`config.mk`:
```
export PLATFORM = sky130hd
export DESIGN_NAME = shiftregister_universal
export DESIGN_NICKNAME = d
export VERILOG_FILES = /design/src/rtl/shiftregister_universal.sv
export SDC_FILE = /design/constraint.sdc
export NUM_CORES = 1
export LEC_CHECK = 0
export ABC_CLOCK_PERIOD_IN_PS = 1400
export BUFFER_PORTS_ARGS = -buffer_cell sky130_fd_sc_hd__clkbuf_2
export CORE_AREA = 2 2 39 41
export DETAILED_ROUTE_END_ITERATION = 16
export DIE_AREA = 0 0 41 43
export PLACE_DENSITY = 0.71
export RECOVER_POWER = 100
export SLEW_MARGIN = 20
export SYNTH_ARGS = -nofsm -noshare
export SYNTH_HDL_FRONTEND = slang
export SYNTH_SLANG_ARGS = --single-unit
```
`constraint.sdc`:
```
create_clock -name clockpulse -period 1.4 [get_ports clockpulse]
set_input_delay 0.14 -clock clockpulse [delete_from_list [all_inputs] [get_ports clockpulse]]
set_output_delay 0.14 -clock clockpulse [all_outputs]
set_load 0.005 [all_outputs]
```
`src/rtl/shiftregister_universal.sv`:
```
// Universal N-bit shift register: left/right/rotate/arithmetic shifts, parallel load,
// clock enable, and a shift counter that pulses word_done after every WIDTH shifts.
module shiftregister_universal #(
    parameter int               WIDTH       = 4,
    parameter logic [WIDTH-1:0] RESET_VALUE = '0
) (
    input  logic                         clockpulse,
    input  logic                         clear,
    input  logic                         enable,
    input  logic [2:0]                   mode,
    input  logic                         serial_input_lsb,
    input  logic                         serial_input_msb,
    input  logic [WIDTH-1:0]             preset,
    output logic [WIDTH-1:0]             signal_q,
    output logic [WIDTH-1:0]             signal_q_,
    output logic                         serial_output_msb,
    output logic                         serial_output_lsb,
    output logic [$clog2(WIDTH+1)-1:0]   shift_count,
    output logic                         word_done
);

    localparam int CW = $clog2(WIDTH + 1);
    localparam logic [CW-1:0] LAST_SHIFT = CW'(WIDTH - 1);

    typedef enum logic [2:0] {
        MODE_HOLD = 3'd0,
        MODE_SHL  = 3'd1,
        MODE_SHR  = 3'd2,
        MODE_ROL  = 3'd3,
        MODE_ROR  = 3'd4,
        MODE_LOAD = 3'd5,
        MODE_ASR  = 3'd6,
        MODE_ZERO = 3'd7
    } mode_e;

    mode_e            mode_sel;
    logic [WIDTH-1:0] next_q;
    logic             is_shift;
    logic             is_restart;

    assign mode_sel = mode_e'(mode);

    // NOTE: every output of this block gets a default first, so no path leaves a latch.
    always_comb begin
        next_q     = signal_q;
        is_shift   = 1'b0;
        is_restart = 1'b0;
        case (mode_sel)
            MODE_HOLD: next_q = signal_q;
            MODE_SHL: begin
                next_q   = {signal_q[WIDTH-2:0], serial_input_lsb};
                is_shift = 1'b1;
            end
            MODE_SHR: begin
                next_q   = {serial_input_msb, signal_q[WIDTH-1:1]};
                is_shift = 1'b1;
            end
            MODE_ROL: begin
                next_q   = {signal_q[WIDTH-2:0], signal_q[WIDTH-1]};
                is_shift = 1'b1;
            end
            MODE_ROR: begin
                next_q   = {signal_q[0], signal_q[WIDTH-1:1]};
                is_shift = 1'b1;
            end
            MODE_LOAD: begin
                next_q     = preset;
                is_restart = 1'b1;
            end
            MODE_ASR: begin
                next_q   = {signal_q[WIDTH-1], signal_q[WIDTH-1:1]};
                is_shift = 1'b1;
            end
            MODE_ZERO: begin
                next_q     = '0;
                is_restart = 1'b1;
            end
        endcase
    end

    // NOTE: state registers use non-blocking assignments so every flop samples pre-edge values.
    always_ff @(posedge clockpulse) begin
        if (clear) begin
            signal_q    <= RESET_VALUE;
            shift_count <= '0;
            word_done   <= 1'b0;
        end else if (!enable) begin
            word_done <= 1'b0;
        end else begin
            signal_q <= next_q;
            if (is_shift) begin
                // The WIDTH-th shift wraps the count and flags the completed word.
                if (shift_count == LAST_SHIFT) begin
                    shift_count <= '0;
                    word_done   <= 1'b1;
                end else begin
                    shift_count <= shift_count + 1'b1;
                    word_done   <= 1'b0;
                end
            end else if (is_restart) begin
                shift_count <= '0;
                word_done   <= 1'b0;
            end else begin
                word_done <= 1'b0;
            end
        end
    end

    assign signal_q_         = ~signal_q;
    assign serial_output_msb = signal_q[WIDTH-1];
    assign serial_output_lsb = signal_q[0];

endmodule

```
* Yosys cells after proc, flatten, opt, wreduce, memory -nomap -nowiden *
Cells that the tools add are included.

word-level totals
  register bits = 8

operators by class
  add/sub/neg operators = 1
  equality and inequality tests = 8
  mux-type cells = 7
  bitwise gates (word level) = 5
  reduce and logical (&&, ||, !) cells = 8

operator list
  kind                                            number
  one-hot mux 4 bit (7 select lines)              1
  == test 3 bit (second input constant)           4
  == test 3 x 2 -> 1 bit (second input constant)  3
  two-way mux 3 bit                               3
  OR reduction 5 bit                              1
  inverter 1 bit                                  4
  inverter 4 bit                                  1
  AND reduction 2 bit                             2
  adder 3 x 1 -> 3 bit (second input constant)    1
  == test 3 x 1 -> 1 bit (second input constant)  1
  zero test 3 bit                                 1
  two-way mux 1 bit                               3
  AND reduction 3 bit                             1
  OR reduction 3 bit                              1
  nonzero test 2 bit                              1
  OR reduction 2 bit                              1

* Depth between registers and ports, before layout *
  depth after elaboration = 5
  depth in mapped cells = 5
  mapped depth without buffers = 4

* Least setup slack after synthesis *
OpenSTA, ideal clock, no wires.

  path type = input port to flip-flop
  from = input port mode[1]
  to = register signal_q[3]
  setup time = 0.131 ns
  data arrival time = 0.991 ns
  data required time = 1.269 ns
  setup slack = 0.279 ns
  stages on the path = 5
  path buffers = 1
  cell sequence = buf_6 > nor2b_1 > mux2_1 > a211oi_2 > a211oi_1

on the way
  word-level cells in the longest chain between the ends = 3
  elaborated cells on any way between the ends = 12

RTL lines
  what                                                                        line  RTL
  start, declared                                                             10    input logic [2:0] mode,
  branches (longest 3 deep; another with one-hot mux 4 bit (7 select lines))  -
  end signal, assigned                                                        90    signal_q <= next_q;
  end, declared                                                               14    output logic [WIDTH-1:0] signal_q,

Several ways; the timed one is not identified.
A chain may end at the register's enable or synchronous reset.

* Worst setup path in the final report *
  from = register signal_q[0]
  to = register signal_q[1]

on the way
  word-level cells in the longest chain between the ends = 1

RTL lines
  what                                line  RTL
  one-hot mux 4 bit (7 select lines)  48    case (mode_sel)

No other way between the ends.

==> flow_metrics.py <==
metrics = {
    "routing": {
        "drt_iter0_drc": 6,
        "drc": 0,
        "via_per_inst": 5.32,
        "route.vias.total": 537,
        "wl_per_cell_um": 12.4,
        "route.antenna.remaining_nets": 0,
        "wl_um": 1260,
        "drt-pass1-iter-count": 4,
    },
    "placement": {
        "place_inst": 98,
        "gp_congestion": 0.752,
        "hpwl_um": 996,
        "portBuffers": 25,
    },
    "timing": {
        "skew_ns": 0.00174,
        "slew_headroom": 0.706,
        "slew_viol_final": 0,
        "hold_viol_final": 0,
        "min_period_ns": 1.18,
        "fmaxAchievable_mhz": 848,
        "tns_ns": 0,
        "period_share": 0.843,
        "rsz0062_at_grt": "false",
        "setup_viol": 0,
        "tightest_slew_ns": 0.430,
    },
    "critical_path": {
        "required_ns": 1.52,
        "startpoint_type": "flip-flop",
        "r2r_cells": 3,
        "cp_data_arrival_time_ns": 1.30,
        "crit_path_end_kind": "flip-flop",
        "reg2reg_slack_ns": 0.22,
        "cp_max_fo": 6,
        "critPathKind": "reg2reg",
        "rr_endpoint": "signal_q[1]$_SDFFE_PP0P_",
        "reg2reg_from": "signal_q[0]$_SDFFE_PP0P_",
    },
    "synth": {
        "syn_inst": 60,
        "syn_nets": 73,
        "synth_area_um2": 527,
        "ys_seq_elements": 8,
        "yosysSeqAreaShare": 0.304,
        "yosysUniqueCellTypes": 29,
        "avgSynthCellArea_um2": 8.78,
        "ys_warn_count": 0,
    },
    "cts": {
        "cts_root_buf": "clkbuf_4",
        "post_cts_buffers": 0,
        "clock_sinks": 8,
        "cts-htree-levels": 1,
        "cts.repair.resized": 0,
        "cts-hold-fix-buffers": 0,
        "cts_buffers": 3,
        "clk_latency_ns": 0.25,
        "clk_pin_slew_ns": 0.05,
        "cts_tree": "yes",
        "clockBufferDepth": 2,
    },
    "floorplan": {
        "start_util": 0.381,
        "num_rows": 14,
        "die_h_um": 43,
        "die_w_um": 41,
        "core_um2": 1380,
        "ios": 26,
        "die-area_um2": 1760,
    },
    "global_route": {
        "grt_antenna_before_repair": 0,
        "grt_util_all_layers": 0.155,
        "grt_max_degree": 16,
        "grt_pass1_vias": 459,
        "grt_overflow": 0,
        "grt_pass1_wl_um": 1850,
    },
    "final_layout": {
        "fin_util": 0.467,
        "mostFrequentLayoutCells": "clkbuf_2, dfxtp_1, clkbuf_1",
        "layoutNonFillerInstCount": 101,
        "nets": 100,
        "area_growth_pct": 22.8,
        "n_antenna_cell": 0,
        "n_fill_cell": 141,
        "layout_commonest_cell": "clkbuf_2",
        "drive_gt1_frac": 0.318,
    },
    "hold_path": {
        "hold-path-endpoint": "signal_q[3]$_SDFFE_PP0P_",
        "min_path_type": "in2reg",
        "min_path_cells": 2,
        "worstHoldStart": "clear",
    },
    "job": {
        "max_cap_viol_count": 0,
    },
    "power_and_ir_drop": {
        "power_w": 0.000555,
        "pwr-share-comb": 0.227,
        "leakage_nw": 0.292,
        "p_clk_frac": 0.316,
        "p_seq_frac": 0.457,
        "sw_frac_of_total": 0.287,
        "p_switching_w": 0.000159,
        "internal_power_w": 0.000396,
        "power_density_nw_per_um2": 858,
        "peakVddDrop_mv": 0.317,
    },
    "status": {
        "status": "completed",
    },
}
## routing by layer
metal / vias to the layer above / track usage / share of wire
met4: 0 / 0.0600 / 0.014
met1: 239 / 0.174 / 0.42
met5: - / 0 / 0
li1: 275 / - / -
met3: 2 / 0.0471 / 0.070
met2: 21 / 0.256 / 0.49
## how the worst max path moves through the flow
stage	end	slack, ns	startpoint
final	signal_q[1]$_SDFFE_PP0P_	0.22	signal_q[0]$_SDFFE_PP0P_
after global routing	signal_q[1]$_SDFFE_PP0P_	0.14	signal_q[0]$_SDFFE_PP0P_
after CTS	signal_q[1]$_SDFFE_PP0P_	0.23	signal_q[0]$_SDFFE_PP0P_
after detailed placement	signal_q[1]$_SDFFE_PP0P_	0.11	mode[0]
after global placement	signal_q[1]$_SDFFE_PP0P_	0.10	mode[0]
after floorplan	signal_q[3]$_SDFFE_PP0P_	0.28	mode[1]
## stage by stage
step,worst slack (ns),cell area (µm²),hold slack (ns)
after global placement,0.104,638,0.414
after CTS,0.233,661,0.145
after detailed placement,0.110,638,0.413
after global routing,0.135,647,0.154
final,0.220,647,0.150
after floorplan,0.279,527,0.213
## registers in the layout (all words and copies together), names as in the netlist
name and count:
signal_q 4, shift_count 3, word_done 1
## critical path, stage by stage (launching register included)
cell,delay [ns]
dfxtp_1,0.36
and3_1,0.16
a2111oi_0,0.43
a211oi_1,0.09
## power groups by stage
stage	logic (W)	registers (W)	clock network, W
2_1_floorplan	0.0000856	0.000257	0
3_3_place_gp	0.000132	0.000258	0
3_5_place_dp	0.000132	0.000259	0
4_1_cts	0.000133	0.000254	0.000182
5_1_grt	0.000143	0.000256	0.000192
6_report	0.000126	0.000254	0.000175
## cells in the mapped netlist
library cell / count / area share
o221ai_1: 1 / 0.017
mux2i_1: 1 / 0.019
inv_2: 1 / 0.0071
o21ai_0: 1 / 0.0095
dfxtp_1: 8 / 0.30
ha_1: 1 / 0.024
a211oi_1: 3 / 0.043
a21oi_1: 4 / 0.038
nand2_1: 1 / 0.0071
nor2_1: 4 / 0.028
o311a_1: 1 / 0.019
buf_4: 2 / 0.028
or2_4: 1 / 0.017
nor3_1: 3 / 0.028
a211o_1: 1 / 0.017
a32o_1: 2 / 0.038
nor2b_1: 2 / 0.024
nor3_2: 1 / 0.019
a31o_1: 1 / 0.017
mux2_1: 1 / 0.021
inv_1: 6 / 0.043
xor2_1: 1 / 0.017
a2111oi_0: 2 / 0.033
o21ai_4: 1 / 0.031
nand3_1: 3 / 0.028
and3_1: 2 / 0.024
nor4_1: 1 / 0.012
buf_6: 3 / 0.064
a211oi_2: 1 / 0.024
## logic make-up (layout without fill, tap and decap cells)
| group | after synthesis | count (layout) | share of synthesized area |
|---|---|---|---|
| buf+inv | 12 | 37 | 0.142 |
| mux | 2 | 2 | 0.0404 |
| compound gates | 18 | 18 | 0.285 |
| flops | 8 | 8 | 0.304 |
| fa+ha+maj | 1 | 1 | 0.0237 |
| xor+xnor | 1 | 1 | 0.0166 |
| simple gates | 18 | 18 | 0.188 |
## area by class of cell
class	instances	area [µm²]	share of cell area
clock buffers	3	22.5	0.0348
multi-input cells	40	287	0.443
well taps	16	20.0	0.0309
flip-flops and latches	8	160	0.248
inverters	7	26.3	0.0406
repair buffers	27	131	0.203
(Power assumes the default switching activity.)
